**src/rtl/game_pkg.sv**
```systemverilog
// Shared types and constants for the grid-game turn controller:
// FSM state encoding, line-checker outcome codes and the cell colour table.
package game_pkg;

    typedef enum logic [2:0] {
        ST_IDLE     = 3'd0,
        ST_WAIT     = 3'd1,
        ST_VALIDATE = 3'd2,
        ST_COMMIT   = 3'd3,
        ST_CHECK    = 3'd4,
        ST_ADVANCE  = 3'd5,
        ST_END      = 3'd6,
        ST_ERROR    = 3'd7
    } state_t;

    typedef enum logic [1:0] {
        OC_NONE = 2'd0,
        OC_WIN  = 2'd1,
        OC_TIE  = 2'd2,
        OC_RSVD = 2'd3
    } outcome_t;

    localparam logic [2:0] DEFAULT_COLOR = 3'b111;
    localparam logic [2:0] P1_COLOR      = 3'b010;
    localparam logic [2:0] P2_COLOR      = 3'b101;
    localparam logic [2:0] P3_COLOR      = 3'b100;
    localparam logic [2:0] P4_COLOR      = 3'b001;

    // Owner code to display colour; anything outside 1..4 renders as empty.
    function automatic logic [2:0] player_color(input logic [2:0] p);
        logic [2:0] c;
        case (p)
            3'd1:    c = P1_COLOR;
            3'd2:    c = P2_COLOR;
            3'd3:    c = P3_COLOR;
            3'd4:    c = P4_COLOR;
            default: c = DEFAULT_COLOR;
        endcase
        return c;
    endfunction

endpackage

```
**src/rtl/board_regfile.sv**
```systemverilog
// Board owner storage: one owner code per cell, synchronous clear,
// a single write port, one random read port and the flat read bus.
module board_regfile #(
    parameter int NCELL = 9,
    parameter int IDX_W = 4,
    parameter int PL_W  = 2
) (
    input  logic                   clk,
    input  logic                   rst,
    input  logic                   clr,
    input  logic                   we,
    input  logic [IDX_W-1:0]       wr_idx,
    input  logic [PL_W-1:0]        wr_data,
    input  logic [IDX_W-1:0]       rd_idx,
    output logic [PL_W-1:0]        rd_data,
    output logic [NCELL*PL_W-1:0]  owner_flat
);

    logic [PL_W-1:0] cells [NCELL];

    // Clear (reset or controller request) wins over the write port.
    always_ff @(posedge clk) begin
        if (!rst || clr) begin
            for (int i = 0; i < NCELL; i++) begin
                cells[i] <= '0;
            end
        end else if (we) begin
            for (int i = 0; i < NCELL; i++) begin
                if (wr_idx == IDX_W'(i)) begin
                    cells[i] <= wr_data;
                end
            end
        end
    end

    // Read port; indices past the last cell read as empty.
    always_comb begin
        rd_data = '0;
        for (int i = 0; i < NCELL; i++) begin
            if (rd_idx == IDX_W'(i)) begin
                rd_data = cells[i];
            end
        end
    end

    for (genvar g = 0; g < NCELL; g++) begin : g_flat
        assign owner_flat[g*PL_W +: PL_W] = cells[g];
    end

endmodule

```
**src/rtl/game_turn_ctrl.sv**
```systemverilog
// Turn sequencer for ROWS x COLS grid games with PLAYERS players.
// Validates and commits moves, rotates turns, applies an optional per-turn
// timeout and declares the end of game from the line checker or a full board.
//
// state    | meaning
// ---------+--------------------------------------------------------
// IDLE     | board held clear, waiting for start
// WAIT     | waiting for the current player's check (timeout runs)
// VALIDATE | registered move checked for range and empty cell
// COMMIT   | owner written, move counter bumped
// CHECK    | line-checker verdict / full-board test
// ADVANCE  | hand the turn to the next player
// END      | game over, board frozen, waits for start to re-arm
// ERROR    | unreachable encoding, recovers to IDLE
module game_turn_ctrl
    import game_pkg::*;
#(
    parameter int ROWS        = 3,
    parameter int COLS        = 3,
    parameter int PLAYERS     = 2,
    parameter int COLOR_W     = 3,
    parameter int TIMEOUT_CYC = 0,
    parameter int IDX_W       = $clog2(ROWS*COLS),
    parameter int PL_W        = $clog2(PLAYERS+1)
) (
    input  logic                          clk,
    input  logic                          rst,
    input  logic                          start,
    input  logic                          check,
    input  logic [IDX_W-1:0]              move,
    input  logic [1:0]                    outcome,
    output logic [ROWS*COLS*PL_W-1:0]     board_owner,
    output logic [ROWS*COLS*COLOR_W-1:0]  board_color,
    output logic [PL_W-1:0]               user,
    output logic                          invalid,
    output logic                          timeout,
    output logic                          done,
    output logic [PL_W-1:0]               winner
);

    localparam int NCELL = ROWS * COLS;
    localparam logic [IDX_W:0] NCELL_C = (IDX_W+1)'(NCELL);
    localparam int TO_W = (TIMEOUT_CYC > 1) ? $clog2(TIMEOUT_CYC) : 1;
    localparam logic [TO_W-1:0] TO_LOAD = (TIMEOUT_CYC > 0) ? TO_W'(TIMEOUT_CYC - 1) : '0;
    localparam logic [PL_W-1:0] FIRST_PL = PL_W'(1);
    localparam logic [PL_W-1:0] LAST_PL  = PL_W'(PLAYERS);

    state_t             state;
    logic [IDX_W-1:0]   move_q;
    logic [IDX_W:0]     move_cnt;
    logic [TO_W-1:0]    to_cnt;
    logic               start_low;
    logic               rf_we;
    logic               rf_clr;
    logic [PL_W-1:0]    cell_owner;
    logic               move_oob;
    logic               timer_exp;

    assign rf_we     = (state == ST_COMMIT);
    assign rf_clr    = (state == ST_IDLE);
    assign move_oob  = ({1'b0, move_q} >= NCELL_C);
    assign timer_exp = (TIMEOUT_CYC > 0) && (to_cnt == '0);

    board_regfile #(
        .NCELL (NCELL),
        .IDX_W (IDX_W),
        .PL_W  (PL_W)
    ) u_board (
        .clk        (clk),
        .rst        (rst),
        .clr        (rf_clr),
        .we         (rf_we),
        .wr_idx     (move_q),
        .wr_data    (user),
        .rd_idx     (move_q),
        .rd_data    (cell_owner),
        .owner_flat (board_owner)
    );

    // Turn-timeout down-counter: reloaded outside WAIT, so every entry to
    // WAIT (new turn or rejected move) starts a full interval.
    always_ff @(posedge clk) begin
        if (!rst) begin
            to_cnt <= TO_LOAD;
        end else if (state != ST_WAIT) begin
            to_cnt <= TO_LOAD;
        end else if (to_cnt != '0) begin
            to_cnt <= to_cnt - TO_W'(1);
        end
    end

    // Main sequencing FSM with registered outputs.
    always_ff @(posedge clk) begin
        if (!rst) begin
            state     <= ST_IDLE;
            user      <= '0;
            winner    <= '0;
            done      <= 1'b0;
            invalid   <= 1'b0;
            timeout   <= 1'b0;
            move_q    <= '0;
            move_cnt  <= '0;
            start_low <= 1'b0;
        end else begin
            invalid <= 1'b0;
            timeout <= 1'b0;
            case (state)
                ST_IDLE: begin
                    move_cnt  <= '0;
                    winner    <= '0;
                    done      <= 1'b0;
                    start_low <= 1'b0;
                    user      <= '0;
                    if (start) begin
                        user  <= FIRST_PL;
                        state <= ST_WAIT;
                    end
                end
                ST_WAIT: begin
                    if (check) begin
                        move_q <= move;
                        state  <= ST_VALIDATE;
                    end else if (timer_exp) begin
                        timeout <= 1'b1;
                        state   <= ST_ADVANCE;
                    end
                end
                ST_VALIDATE: begin
                    if (move_oob || (cell_owner != '0)) begin
                        invalid <= 1'b1;
                        state   <= ST_WAIT;
                    end else begin
                        state <= ST_COMMIT;
                    end
                end
                ST_COMMIT: begin
                    move_cnt <= move_cnt + (IDX_W+1)'(1);
                    state    <= ST_CHECK;
                end
                ST_CHECK: begin
                    // Reserved verdict code falls through as "in progress".
                    if (outcome == OC_WIN) begin
                        winner <= user;
                        done   <= 1'b1;
                        state  <= ST_END;
                    end else if ((outcome == OC_TIE) || (move_cnt == NCELL_C)) begin
                        winner <= '0;
                        done   <= 1'b1;
                        state  <= ST_END;
                    end else begin
                        state <= ST_ADVANCE;
                    end
                end
                ST_ADVANCE: begin
                    user  <= (user == LAST_PL) ? FIRST_PL : user + FIRST_PL;
                    state <= ST_WAIT;
                end
                ST_END: begin
                    done <= 1'b1;
                    // A held start must drop and rise again to re-arm.
                    if (!start) begin
                        start_low <= 1'b1;
                    end else if (start_low) begin
                        done   <= 1'b0;
                        winner <= '0;
                        user   <= '0;
                        state  <= ST_IDLE;
                    end
                end
                default: begin
                    user   <= '0;
                    winner <= '0;
                    done   <= 1'b0;
                    state  <= ST_IDLE;
                end
            endcase
        end
    end

    // Per-cell colour lookup for the renderer.
    for (genvar g = 0; g < NCELL; g++) begin : g_color
        logic [PL_W-1:0] own;
        assign own = board_owner[g*PL_W +: PL_W];
        assign board_color[g*COLOR_W +: COLOR_W] =
            COLOR_W'((own == '0) ? DEFAULT_COLOR : player_color(3'(own)));
    end

endmodule

```
**config.mk**
```make
export PLATFORM = sky130hd
export DESIGN_NAME = game_turn_ctrl
export DESIGN_NICKNAME = d
export VERILOG_FILES = /design/src/rtl/game_pkg.sv /design/src/rtl/board_regfile.sv /design/src/rtl/game_turn_ctrl.sv
export SDC_FILE = /design/constraint.sdc
export NUM_CORES = 1
export LEC_CHECK = 0
export CAP_MARGIN = 30
export CORE_UTILIZATION = 40
export DETAILED_ROUTE_END_ITERATION = 8
export GPL_TIMING_DRIVEN = 0
export PLACE_DENSITY = 0.73
export SKIP_LAST_GASP = 1
export SLEW_MARGIN = 20
export SYNTH_ARGS = -nofsm -noshare
export SYNTH_HDL_FRONTEND = slang
export SYNTH_SLANG_ARGS = --single-unit
export TNS_END_PERCENT = 30
```
**constraint.sdc**
```tcl
create_clock -name clk -period 1.95 [get_ports clk]
set_input_delay 0.195 -clock clk [delete_from_list [all_inputs] [get_ports clk]]
set_output_delay 0.195 -clock clk [all_outputs]
set_load 0.02 [all_outputs]
```
# --- Word level (Yosys, flattened, before mapping) ---
# Memory sizes are Yosys's and may differ from the RTL's.
# Index checks and enable logic that the tools add are counted.
word_totals:
  wordCells: 200
  inputBits: 10
  mem_bits_rw: 18
  regBits: 19
  n_memories: 1
  out_inout_bits: 52
classes:
  eq_ne: 51
  muxes: 99
  order_cmp: 1
  bitwise_logic: 11
  addsub: 2
  n_reduce_logical: 27
memory_table:
  columns: ["name", "depth", "word_bits", "rd", "rd_clocked_by_memory_dff", "wr", "line", "rtl"]
  rows:
  - ["u_board.cells", 9, 2, 9, 0, 9, "board_regfile.sv:19", "logic [PL_W-1:0] cells [NCELL];"]
op_table:
  columns: ["operator", "n"]
  rows:
  - ["one-hot mux 3 bit (3 select lines)", 9]
  - ["two-way mux 2 bit", 26]
  - ["two-way mux 1 bit", 45]
  - ["equality test 2 bit, second input constant", 20]
  - ["two-way mux 3 bit", 13]
  - ["one-hot mux 3 bit (7 select lines)", 1]
  - ["equality test 2 x 1 -> 1 bit, second input constant", 10]
  - ["logical NOT 2 bit", 9]
  - ["equality test 4 x 3 -> 1 bit, second input constant", 4]
  - ["!= test 2 bit, second input constant", 5]
  - ["one-hot mux 5 bit (2 select lines)", 1]
  - ["equality test 3 bit, second input constant", 3]
  - ["bitwise OR 1 bit", 9]
  - ["equality test 4 x 2 -> 1 bit, second input constant", 2]
  - ["one-hot mux 2 bit (4 select lines)", 1]
  - ["AND reduction 2 bit", 4]
  - ["AND reduction 4 bit", 2]
  - ["OR reduction 4 bit", 2]
  - ["equality test 3 x 2 -> 1 bit, second input constant", 2]
  - ["one-hot mux 2 bit (3 select lines)", 1]
  - ["nonzero test 2 bit", 3]
  - ["adder 5 x 1 -> 5 bit, second input constant", 1]
  - ["equality test 5 x 4 -> 1 bit, second input constant", 1]
  - ["equality test 4 x 1 -> 1 bit, second input constant", 1]
  - ["13 further kinds", 16]

# --- Logic depth before layout (Yosys ltp) ---
# Gate-level depths: netlist of run 1.
depth:
  ltp_word: 14
  ltp_mapped: 6
  ltp_nobuf: 6

# --- By module ---
# Synthesis of run 1 repeated with hierarchy kept, for this count alone.
unflattened:
  cells_unflattened: 222
  area_unflattened_um2: 2026.9
modules_own_cells:
  columns: ["mod", "n_inst", "area_per_inst_um2", "seq_area_each_um2", "cells_per_inst"]
  rows:
  - ["game_turn_ctrl", 1, 1118.6, 380.4, 146]
  - ["board_regfile", 1, 908.4, 540.5, 76]

# --- Worst setup path after synthesis of run 1 ---
# OpenSTA, ideal clock, no wires.
synth_path:
  path_kind: "register -> register"
  from: "reg state[2]"
  to: "mem u_board.cells[3][0], in the netlist u_board.cells[0][6] (enable)"
  path_buffers: 2
  arrival_time_ns: 1.188
  setup_time_ns: 0.358
  slack_ns: 0.404
  required_time_ns: 1.592
  path_stages_with_launch: 6
  synth_period_minus_slack_ns: 1.546
  path_cell_list: "dfxtp_1 > buf_2 > or3_4 > and2_1 > buf_2 > o41ai_1"
synth_rtl:
  columns: ["element", "line", "rtl"]
  rows:
  - ["start, declared", "game_turn_ctrl.sv:48", "state_t state;"]
  - ["start signal, assigned", "game_turn_ctrl.sv:95", "state <= ST_IDLE;"]
  - ["start signal, assigned", "game_turn_ctrl.sv:116", "state <= ST_WAIT;"]
  - ["start signal, assigned", "game_turn_ctrl.sv:122", "state <= ST_VALIDATE;"]
  - ["end, declared", "board_regfile.sv:19", null]

==> results of run 1 <==
## Yosys cell counts (4+ instances only)
library cell               instances  area [µm²]
sky130_fd_sc_hd__inv_1            22        82.6
sky130_fd_sc_hd__dfxtp_1          19         380
sky130_fd_sc_hd__edfxtp_1         18         541
sky130_fd_sc_hd__nand2_1          16        60.1
sky130_fd_sc_hd__a21oi_1          15        75.1
sky130_fd_sc_hd__nor2_1           14        52.6
sky130_fd_sc_hd__o21ai_0          12        60.1
sky130_fd_sc_hd__buf_2             8        40.0
sky130_fd_sc_hd__nand2b_1          7        43.8
sky130_fd_sc_hd__o21ai_1           7        35.0
sky130_fd_sc_hd__nor3_1            6        30.0
sky130_fd_sc_hd__and3_1            4        25.0
sky130_fd_sc_hd__mux2i_1           4        40.0
sky130_fd_sc_hd__nand3_1           4        20.0
sky130_fd_sc_hd__nor2b_1           4        25.0
## per-layer routing
layer,track usage,vias up
li1,-,888
met1,0.266,842
met2,0.301,74
met3,0.0375,8
met4,0.0850,0
met5,0,-
## sequential cells by signal, summed over array words and instances (netlist names)
signal and count:
winner 2, start_low 1, state 3, invalid 1
move_cnt 5, u_board.cells 18, user 2, done 1
move_q 4
## layout make-up
type / count / area, µm²
fillers: 440 / 1990
flip-flops and latches: 37 / 921
multi-input cells: 139 / 870
repair buffers: 59 / 591
inverters: 24 / 90.1
well taps: 67 / 83.8
clock buffers: 6 / 82.6
plain buffers: 14 / 77.6
clock inverters: 2 / 13.8
## cell families after synthesis
group / Yosys count / synth area share
simple gates: 73 / 0.215
other cells: 1 / 0.00192
xor+xnor: 1 / 0.00447
flops: 37 / 0.470
buf+inv: 38 / 0.0856
mux: 4 / 0.0204
fa+ha+maj: 2 / 0.0128
compound gates: 58 / 0.189
## power by group through the flow
stage               combinational [µW]  clock, µW  sequential (µW)
floorplan                          297          0              988
global placement                   615          0              940
detailed placement                 620          0              943
CTS                                623        575              925
global route                       668        602              933
finish                             624        570              923
## worst paths after layout
kind	from	end	slack, ns
worst max-delay path	state[0]	u_board.cells[0][11]	0.14
worst min-delay path	rst	done	0.21
worst max register to register	state[0]	u_board.cells[0][11]	0.14
worst min register to register	winner[1]	winner[1]	0.49
## worst max-delay path, cell delays in order, from the launching register on
cell,delay (ns)
sky130_fd_sc_hd__dfxtp_1,0.35
sky130_fd_sc_hd__buf_2,0.23
sky130_fd_sc_hd__nand3b_4,0.13
sky130_fd_sc_hd__nor2_1,0.25
sky130_fd_sc_hd__nand3_1,0.20
sky130_fd_sc_hd__o21ai_0,0.32
## through the flow
stage	util	hold WS, ns	total power [µW]	std cells	area (µm²)
6_report	0.578	0.205	2120	348	2730
5_1_grt	0.578	0.238	2200	348	2730
4_1_cts	0.578	0.206	2120	348	2730
3_5_place_dp	0.557	0.467	1560	340	2630
3_3_place_gp	0.557	0.470	1560	340	2630
2_1_floorplan	-	0.334	1280	214	1960
## cells in the final DEF (no fill, tap or decap), types with 4 or more instances in the layout
cell type	instances
sky130_fd_sc_hd__o21ai_1	7
sky130_fd_sc_hd__o21ai_0	12
sky130_fd_sc_hd__nor2_1	14
sky130_fd_sc_hd__clkdlybuf4s50_1	59
sky130_fd_sc_hd__mux2i_1	4
sky130_fd_sc_hd__nor3_1	6
sky130_fd_sc_hd__nand2b_1	7
sky130_fd_sc_hd__nand3_1	4
sky130_fd_sc_hd__clkbuf_8	6
sky130_fd_sc_hd__a21oi_1	15
sky130_fd_sc_hd__nor2b_1	4
sky130_fd_sc_hd__buf_2	8
sky130_fd_sc_hd__inv_1	22
sky130_fd_sc_hd__nand2_1	16
sky130_fd_sc_hd__edfxtp_1	18
sky130_fd_sc_hd__dfxtp_1	19
sky130_fd_sc_hd__and3_1	4
==> results, run 1 <==
- In the global route stage, overall resource usage came out at 0.194.
- The wire length on met2 is 2250 µm.
- The count of cells along the worst register-to-register path is 5.
- TritonCTS built the clock tree.
- Timing would allow up to 0.551 GHz.
- The total grt overflow is 0.
- The number of hold buffers added after cts is 0.
- The final antenna diode count is 0.
- For this design, the sink count on the clock tree is 37.
- The clock transition at the registers of the reported paths is 0.07 ns.
- Along the worst hold path, the cell count comes to 2.
- The logic gate share of total power is 0.295.
- The iteration-0 DRC count of the detailed router is 144.
- The final critical-path share of the clock period is 0.930.
- The sequential cell fraction of total power is 0.436.
- The area growth from synthesis to layout is 39.4%.
- The die area is 0.00518 mm².
- The critical path is of the reg2reg type.
- The fraction of power spent switching nets is 0.319.
- The average instance in the mapped netlist occupies 9.15 µm².
- The number of antenna violations at the first check in global routing came to 0.
- Counting every instance in the synthesized netlist gives 214.
- The setup TNS after final layout is 0 ns.
- The type of element launching the critical path is a flop.
- The first-pass GRT wire length is 7570 µm.
- The tool flagged a number of max-cap violations equal to 0.
- For this design the static power due to leakage is 0.00101 µW.
- The first detailed-routing pass ran for 4 iterations.
- The starting utilization of the core area is 0.415.
- In this run the remaining antenna-violating nets after routing total 0.
- Setup violations remaining at the end of the flow were counted as 0.
- The slew at the pin with the worst max-slew slack is 0.549 ns.
- The routed design has 4810 µm of wire.
- Routability-driven placement finished with a final weighted congestion of 0.850.
- The final setup skew is 0.00361 ns.
- The sum of routed wire segments on met1 is 2190 µm.
- Counting every net in the synthesized netlist gives 226.
- Dividing the detail-routed wire length by the instance count gives 13.8 µm.
- IR analysis of the VDD net gives a maximum drop of 513 µV.
- In this run the deepest clock path goes through 2 buffers.
- For the worst setup path, the data required time is 1.93 ns.
- In the routed layout, each cell is associated on average with a via count of 5.21.
- The class of the worst hold path is in2reg.
- In this run the count of I/O pins placed on the die edge is 62.
- The sequential cell area fraction in the yosys report is 0.470.
- The flow ran to the end, and the final reports show no timing, DRC or antenna violations.
- In this run the top signal layer used is met4.
- The number of nets at the end of the flow is 292.
- The kind of end point of the critical path is a flop.
- The total clock buffers created by CTS is 5.
- The placed wire-length estimate after detailed placement is 3560 µm.
- The number of synthesized register bits is 37.
- The number of distinct library cells after synthesis is 49.
- Of the cells placed in the final design, the portion with a size suffix greater than 1 is 0.0996.
- The total number of H-tree levels is 2.
- Wire segments on met3 add up to 276 µm in the final route.
- The relative slew slack is 0.629.
- Prior to clock tree synthesis, the placed netlist has a worst setup slack of 0.163 ns.
- The number of port buffers is 59.
- The later-pin clock latency in the skew report is 0.30 ns.
- Setup repair after global routing left no endpoint under its margin.
- The design internal power is 1440 µW.
- For the worst setup path, the data arrival time is 1.79 ns.
- The maximum net fanout on the critical path is 10.
- The clock network power share is 0.269.
- The count of endpoints failing hold in the final timing report was 0.
- The die height is 72.0 µm.
- The switching power summed over all nets is 675 µW.
- Entering global routing, the biggest net connects 13 pins.
- In this run the post-CTS setup repair buffer count came out at 0.
- The number of global-route vias before repair is 1553.
- The routed layout has 1812 vias.
- The floorplan has 25 rows.
- The final critical path time including I/O delays and setup is 1.81 ns.
- Setup slack closes at 0.136 ns.
- The floorplan die width is 72.0 µm.
- The max-slew violation count was 0.
- The count of unresolved DRC violations after routing is 0.
- The number of cells upsized or downsized after cts is 0.
- The Yosys step of the flow raised 0 warnings.
- CTS placed an instance of sky130_fd_sc_hd__clkbuf_8 at the clock tree root.
- The fraction of synthesis flops using an asynchronous set or reset pin is 0.
- The top flip-flop cell by instance count after synthesis is sky130_fd_sc_hd__dfxtp_1.
- The total core area is 0.00472 mm².
- The post-synth design cell area is 0.00196 mm².
- Yosys mapped a number of flops with a built-in enable equal to 18.
- For this design the ratio of total power to cell area is 776 mW/mm².
(Power assumes the default switching activity.)
==> run 2: changes to the inputs <==
- CAP_MARGIN: 30 -> default
==> results of run 2 <==
Final layout, timing and power as in run 1 (identical DEF).
